===== config.mk =====
export PLATFORM = sky130hd
export DESIGN_NAME = mem_bus_arbiter
export DESIGN_NICKNAME = d
export VERILOG_FILES = /design/src/rtl/mem_bus_arbiter_pkg.sv /design/src/rtl/mem_bus_arbiter_grant.sv /design/src/rtl/mem_bus_arbiter.sv
export SDC_FILE = /design/constraint.sdc
export NUM_CORES = 1
export LEC_CHECK = 0
export BUFFER_PORTS_ARGS = -buffer_cell sky130_fd_sc_hd__buf_2
export CORE_AREA = 4 4 77 150
export DETAILED_ROUTE_END_ITERATION = 10
export DIE_AREA = 0 0 81 154
export PLACE_DENSITY = 0.79
export SYNTH_ARGS = -nofsm -noshare
export SYNTH_HDL_FRONTEND = slang
export SYNTH_SLANG_ARGS = --single-unit

===== constraint.sdc =====
create_clock -name clk -period 1.6 [get_ports clk]
set_input_delay 0.32 -clock clk [delete_from_list [all_inputs] [get_ports clk]]
set_output_delay 0.32 -clock clk [all_outputs]
set_load 0.05 [all_outputs]

===== src/rtl/mem_bus_arbiter_pkg.sv =====
// Shared types and constants for the ibus/dbus memory port arbiter.
package mem_bus_arbiter_pkg;

    typedef enum logic [1:0] {IDLE, ADDR, DATA} arb_state_t;
    typedef enum logic [1:0] {NONE, I, D} arb_owner_t;

    // MSIZE encoding of a 4-byte word, used for every instruction fetch
    localparam logic [2:0] MSIZE4 = 3'b010;

    function automatic int strbW(input int dataW);
        return dataW / 8;
    endfunction

endpackage


===== src/rtl/mem_bus_arbiter_grant.sv =====
// Grant selector for the ibus/dbus arbiter.
// With ARB_ROUND_ROBIN_EN the requester that did not win the last grant wins a tie.
module arb_grant
    import mem_bus_arbiter_pkg::*;
(
    input  logic       iValid,
    input  logic       dValid,
    input  arb_owner_t lastOwner,
    output arb_owner_t grant
);

`ifdef ARB_ROUND_ROBIN_EN
    always_comb begin
        grant = NONE;
        if (iValid && dValid)
            grant = (lastOwner == D) ? I : D;
        else if (dValid)
            grant = D;
        else if (iValid)
            grant = I;
    end
`else
    // dbus always wins: the memory stage is older than fetch
    always_comb begin
        grant = NONE;
        if (dValid)
            grant = D;
        else if (iValid)
            grant = I;
    end

    logic unusedLast;
    assign unusedLast = ^lastOwner;
`endif

endmodule


===== src/rtl/mem_bus_arbiter.sv =====
// Shares one memory port between instruction fetch (ibus) and data (dbus), one transaction at a time.
// Optional ARB_ROUND_ROBIN_EN swaps fixed dbus priority for alternating grants on a tie.
module mem_bus_arbiter
    import mem_bus_arbiter_pkg::*;
#(
    parameter int ADDR_W = 32,
    parameter int DATA_W = 32
) (
    input  logic                clk,
    input  logic                resetn,
    input  logic                i_valid,
    input  logic [ADDR_W-1:0]   i_addr,
    output logic                i_addr_ok,
    output logic                i_data_ok,
    output logic [DATA_W-1:0]   i_data,
    input  logic                d_valid,
    input  logic [ADDR_W-1:0]   d_addr,
    input  logic [2:0]          d_size,
    input  logic [DATA_W/8-1:0] d_strobe,
    input  logic [DATA_W-1:0]   d_wdata,
    output logic                d_addr_ok,
    output logic                d_data_ok,
    output logic [DATA_W-1:0]   d_rdata,
    output logic                m_valid,
    output logic [ADDR_W-1:0]   m_addr,
    output logic [2:0]          m_size,
    output logic [DATA_W/8-1:0] m_strobe,
    output logic [DATA_W-1:0]   m_wdata,
    input  logic                m_addr_ok,
    input  logic                m_data_ok,
    input  logic [DATA_W-1:0]   m_rdata
);

    localparam int STRB_W = strbW(DATA_W);

    arb_state_t          state;
    arb_owner_t          owner;
    arb_owner_t          grant;
    arb_owner_t          lastOwner;
    logic [ADDR_W-1:0]   addrQ;
    logic [2:0]          sizeQ;
    logic [STRB_W-1:0]   strobeQ;
    logic [DATA_W-1:0]   wdataQ;
    logic                addrHs;
    logic                dataDone;

`ifdef ARB_ROUND_ROBIN_EN
    logic lastD;
    assign lastOwner = lastD ? D : I;
`else
    assign lastOwner = I;
`endif

    arb_grant uGrant (
        .iValid    (i_valid),
        .dValid    (d_valid),
        .lastOwner (lastOwner),
        .grant     (grant)
    );

    always_ff @(posedge clk or negedge resetn) begin
        if (!resetn) begin
            state   <= IDLE;
            owner   <= NONE;
            addrQ   <= '0;
            sizeQ   <= '0;
            strobeQ <= '0;
            wdataQ  <= '0;
`ifdef ARB_ROUND_ROBIN_EN
            lastD   <= 1'b0;
`endif
        end else begin
            case (state)
                IDLE: begin
                    if (grant != NONE) begin
                        owner <= grant;
                        state <= ADDR;
`ifdef ARB_ROUND_ROBIN_EN
                        lastD <= (grant == D);
`endif
                        if (grant == D) begin
                            addrQ   <= d_addr;
                            sizeQ   <= d_size;
                            strobeQ <= d_strobe;
                            wdataQ  <= d_wdata;
                        end else begin
                            addrQ   <= i_addr;
                            sizeQ   <= MSIZE4;
                            strobeQ <= '0;
                            wdataQ  <= '0;
                        end
                    end
                end
                ADDR: begin
                    if (m_addr_ok) begin
                        state <= m_data_ok ? IDLE : DATA;
                        if (m_data_ok)
                            owner <= NONE;
                    end
                end
                DATA: begin
                    if (m_data_ok) begin
                        state <= IDLE;
                        owner <= NONE;
                    end
                end
                default: begin
                    state <= IDLE;
                    owner <= NONE;
                end
            endcase
        end
    end

    // Handshakes are decoded from state so an async reset clears them at once
    assign addrHs   = (state == ADDR) && m_addr_ok;
    assign dataDone = m_data_ok && ((state == DATA) || addrHs);

    assign m_valid  = (state == ADDR);
    assign m_addr   = addrQ;
    assign m_size   = sizeQ;
    assign m_strobe = strobeQ;
    assign m_wdata  = wdataQ;

    assign i_addr_ok = addrHs && (owner == I);
    assign d_addr_ok = addrHs && (owner == D);
    assign i_data_ok = dataDone && (owner == I);
    assign d_data_ok = dataDone && (owner == D);
    assign i_data    = i_data_ok ? m_rdata : '0;
    assign d_rdata   = d_data_ok ? m_rdata : '0;

endmodule

Word-level counts from Yosys, hierarchy flattened
Index checks and enable logic that the tools add are counted.

word-level totals
  bits in latches = 0
  memories = 0
  register bits = 75
  memory bits (read-only) = 0
  output and inout bits = 140
  memory bits (writable) = 0
  input bits = 141

cells by class
  shifts and indexed selects = 0
  equal/unequal tests = 8
  reductions and logical operators = 12
  muxes and demuxes = 17
  divide/modulo/power cells = 0
  $add $sub $neg = 0
  $lt $le $gt $ge = 0
  bitwise gates (word level) = 0
  multiply operators = 0

operators by type and width
  kind                  number
  $mux W32              4
  $mux W2               8
  $pmux W2 S3           2
  $eq A2 B2 Y1 const B  3
  $logic_and A1 B1 Y1   6
  $eq A2 B1 Y1 const B  2
  $mux W4               1
  $ne A2 B2 Y1 const B  2
  $reduce_and A2 Y1     2
  $mux W3               1
  $reduce_and A3 Y1     1
  $logic_not A2 Y1      1
  $ne A2 B1 Y1 const B  1
  $reduce_bool A2 Y1    1
  $logic_or A1 B1 Y1    1
  $mux W1               1

Logic depth before layout (Yosys ltp)
  depth after elaboration = 6
  depth in mapped cells = 7

Cells and area by module
Synthesis repeated with hierarchy kept, for this count alone.

unflattened totals
  cell total of the unflattened synthesis = 362
  area, all modules = 3784.9 um^2

modules (own cells, without submodules)
  module           times used  area each (um^2)  cells an instance
  mem_bus_arbiter  1           3763.6            360
  arb_grant        1           21.3              2

Least setup slack after synthesis
Ideal clock, no wire load.

  kind = reg2out
  start point = register state[1]
  end point = output d_addr_ok
  cell stages (with the launch flop) = 5
  path buffers = 0
  required time = 1.280 ns
  slack = -0.654 ns
  data arrival time = 1.934 ns
  cell sequence = dfrtp_1 > inv_1 > ha_1 > nand2_1 > nor3b_1

on the way
  longest elaborated chain between the ends = 3

RTL lines
  item                      line                    text
  start: declaration        mem_bus_arbiter.sv:36   arb_state_t state;
  start signal: assignment  mem_bus_arbiter.sv:96   state <= m_data_ok ? IDLE : DATA;
  $eq A2 B1 Y1              mem_bus_arbiter.sv:116  assign addrHs = (state == ADDR) && m_addr_ok;
  $logic_and A1 B1 Y1       mem_bus_arbiter.sv:116
  $logic_and A1 B1 Y1       mem_bus_arbiter.sv:126  assign d_addr_ok = addrHs && (owner == D);
  end: declaration          mem_bus_arbiter.sv:21   output logic d_addr_ok,

No other way between the ends.

Worst setup path in the final report
  start point = register state[0]
  end point = output i_data[1]

on the way
  longest elaborated chain between the ends = 6

RTL lines
  item                   line                    text
  $eq A2 B1 Y1           mem_bus_arbiter.sv:116
  $logic_and A1 B1 Y1    mem_bus_arbiter.sv:116
  $logic_or A1 B1 Y1 *   mem_bus_arbiter.sv:117  assign dataDone = m_data_ok && ((state == DATA) || addrHs);
  $logic_and A1 B1 Y1 *  mem_bus_arbiter.sv:117
  $logic_and A1 B1 Y1 *  mem_bus_arbiter.sv:127  assign i_data_ok = dataDone && (owner == I);
  $mux W32 *             mem_bus_arbiter.sv:129  assign i_data = i_data_ok ? m_rdata : '0;
  end: declaration       mem_bus_arbiter.sv:15   output logic [DATA_W-1:0] i_data,

Mark *: on every way between the ends. The rest lies on a longest branch, timed or not.

==> results.rst <==
.. list-table::
   :header-rows: 1

   * - Metric
     - Value
   * - Post-route insts no fill
     - 781
   * - Std-Cell Core Area
     - between 0.01 and 0.015 sq mm
   * - Net switching component of the power
     - 7.069 mW
   * - Cell variety after synth
     - 28
   * - Global-route wire length before repair
     - roughly 21,000 um
   * - Maximum operating frequency
     - 429.5 MHz
   * - Critical path endpoint category
     - primary output
   * - Layout fillers
     - about 740
   * - Number of design rule violations left after detail routing
     - 0
   * - Clk root buf
     - clkbuf_16
   * - Data required time at the worst endpoint
     - about 1.3 ns
   * - Number of placement rows
     - 53
   * - Clock network fraction of design power
     - 14.5%
   * - Setup repair after global routing missed its margin
     - yes
   * - Setup-violating endpoint count in the final report
     - ~70
   * - Synth Warn #
     - 0
   * - VDD IR max
     - around 1300 uV
   * - Synthesized area
     - 0.003657 sq mm
   * - Post-Synthesis Net Count
     - between 400 and 500
   * - Die extent in y
     - 154 um
   * - Relative slew margins
     - around four fifths
   * - HPWL after detailed placement
     - approximately 9700 um
   * - Layout overhead on the synthesized area
     - 88.27%
   * - DRT iter0 DRCs
     - 192
   * - Initial core utilization
     - 34.91%
   * - Via density
     - 5.070
   * - Number of global-route vias before repair
     - 3,922
   * - Total Routed Length
     - 16,090 um
   * - Fraction of power spent switching nets
     - just over 50%
   * - Cell area after placement
     - 0.005512 sq mm
   * - First drt pass iteration count
     - 4
   * - Share of layout cells above drive strength 1
     - 65.01%
   * - Worst path setup slack after routing
     - -0.7282 ns
   * - Setup skew after layout
     - 0.006570 ns
   * - Nature of the critical path startpoint
     - flip-flop
   * - Number of maximum-capacitance constraint violations
     - 0
   * - Areal power density over the cells
     - 2008 mW/mm^2
   * - Min-delay worst type
     - in2reg
   * - CTS sink count
     - 75
   * - H-tree level count
     - 3
   * - Cell type with the highest aggregate area in the netlist
     - dfrtp_1
   * - Aggregate global-route resource usage
     - between 20% and 30%
   * - I/O Buffers
     - 280
   * - Final period util
     - 145.5%
   * - Count of final hold-check violations
     - 0
   * - Count of boundary I/O pins
     - 281
   * - Slew of the pin with the lowest slew margin
     - ~0.32 ns
   * - Worst r2r src
     - state[0]
   * - Run status
     - finished with violations
   * - Skew-Pair Late Insertion Delay
     - 0.33 ns
   * - Number of nets in the layout
     - 783
   * - Mean Syn Cell Area
     - 10.95 sq um
   * - Power share of the combinational group
     - 61.7%
   * - Final max-slew violation count
     - 0
   * - Horiz. Die Dim
     - about 81 um
   * - Area of the die
     - ~0.012 sq mm
   * - Kind of critical path
     - reg2out
   * - Number of vias after detailed routing
     - 3,960
   * - Biggest fanout along the worst timing path
     - 17
   * - Number of placed instances, taps included
     - 743
   * - Internal power component
     - 6.758 mW
   * - Clock transition at the registers of the reported paths
     - about 0.07 ns
   * - Beginning of the critical path
     - state[0]
   * - Most common cell after layout, fill and taps aside
     - buf_2
   * - Total clock buffers created by CTS
     - 9
   * - Detail Route Antenna Nets
     - 0
   * - Arrival time of data at the critical path endpoint
     - 2.01 ns
   * - Initial antenna violation count
     - 1
   * - Wire per inst
     - 20.60 um
   * - Synth top area cells
     - dfrtp_1, and2_1, a22o_1
   * - Clock period minus final worst setup slack
     - 2.328 ns
   * - Number of buffers on the longest clock path
     - 2
   * - Number of instances in the synthesized netlist
     - 334
   * - Flop and latch count out of synthesis
     - 75
   * - Launch instance of the worst min-delay path
     - d_wdata[12]
   * - Pin count of the biggest net entering global routing
     - 58
   * - Violated checks
     - negative setup slack
   * - Final GP Congestion
     - roughly 0.76
   * - Sequential power share
     - 23.8%
   * - Top-area cell type share of the netlist area
     - 51.32%
   * - Area of all placed cells without fillers
     - 0.006885 sq mm
   * - Most frequent cells in the layout
     - buf_2, dfrtp_1, buf_8
   * - TritonCTS clock tree
     - built
   * - Leakage
     - 3.612 nW
   * - Register area share after synthesis
     - about half
   * - GRT overflow
     - 0
power groups by stage:
stage               sequential [mW]  clock [mW]  combinational (mW)
finish                         3.29        2.01                8.53
global placement               3.26           0                7.12
detailed placement             3.27           0                7.27
global route                   3.38        2.15                8.93
CTS                            3.25        2.07                7.72
floorplan                      6.07           0                2.49
timing repair:
item	CTS	global route
hold buffers	1	0
setup endpoints to repair	99	99
hold endpoints to repair	23	0
cloned	1	11
setup buffers	2	8
pin swaps	2	20
resized for setup	198	25
worst paths after layout:
| kind | slack [ns] | end | cells after the start |
|---|---|---|---|
| worst min register to register | 0.48 | m_addr[29] | 2 |
| worst max register to register | 0.03 | m_addr[12] | 8 |
| max in group asynchronous | 0.62 | m_addr[27] | 3 |
| worst min-delay path | 0.20 | m_wdata[12] | 2 |
| min in group asynchronous | 0.43 | m_wdata[21] | 2 |
| worst max-delay path | -0.73 | i_data[1] | 8 |
layer usage:
layer,routed length (um),vias up,part of all wire [%],track usage [%]
li1,-,1770,-,-
met1,5016,1886,31,21.06
met2,8807,250,55,40.88
met3,1459,54,9.1,6.096
met4,807,0,5.0,11.52
met5,0,-,0,0
area by class of cell:
class / instances / area, sq um / area share (%)
sequential: 75 / 1877 / 27.26
tap: 137 / 171.4 / 2.490
inverter: 5 / 21.27 / 0.3089
antenna: 1 / 2.502 / 0.03634
timing repair buffer: 319 / 2641 / 38.36
clock buffer: 9 / 225.2 / 3.271
clock inverter: 7 / 80.08 / 1.163
multi-input combinational: 228 / 1867 / 27.11
through the flow:
step	setup TNS, ns	hold WS, ns	util [%]	setup WS, ns	total power [mW]
4_1_cts	-43.10	0.1892	62.41	-0.6962	13.04
2_1_floorplan	-14.51	0.02441	-	-0.2950	8.561
3_3_place_gp	-21.66	0.2330	52.60	-0.3350	10.38
5_1_grt	-49.08	0.1843	65.72	-0.7835	14.46
3_5_place_dp	-25.62	0.2429	52.60	-0.4034	10.54
6_report	-45.58	0.2019	65.72	-0.7282	13.83
worst max-delay path, stage by stage (launching register included):
cell	delay [ns]
dfrtp_1	0.41
buf_6	0.13
ha_4	0.13
a21oi_4	0.07
nor4b_4	0.28
buf_4	0.16
buf_12	0.14
and2_2	0.18
buf_6	0.16
flip-flops by register name, indices dropped and copies added (netlist names):
| register | count |
|---|---|
| m_wdata | 32 |
| state | 2 |
| m_size | 3 |
| owner | 2 |
| m_strobe | 4 |
| m_addr | 32 |
Yosys cell counts:
master,count
clkbuf_1,4
and2_1,65
ha_1,4
a211oi_1,1
and2b_1,1
dfrtp_1,75
nor3_1,1
buf_2,16
inv_4,1
a31oi_1,1
o32a_1,1
nand2b_1,4
nor3b_1,2
a22o_1,39
nand3_1,1
a21oi_1,2
inv_1,4
nor4b_4,2
a21oi_2,1
nor2_1,1
buf_6,6
nor2b_2,1
o21ai_1,32
a22oi_1,1
nand2_1,33
mux2i_1,33
o211ai_1,1
o21ai_2,1
cell families (layout without fill, tap and decap cells):
family | after synthesis | count (layout) | synth area share (%)
and+or+nand+nor | 111 | 111 | 17.72
AOI/OAI and AO/OA | 80 | 80 | 15.53
DFF | 75 | 75 | 51.32
muxes | 33 | 33 | 9.032
buffers and inverters | 31 | 340 | 5.029
adders and majority gates | 4 | 4 | 1.369
other | 0 | 1 | 0
Power figures use the tool's default switching activity.
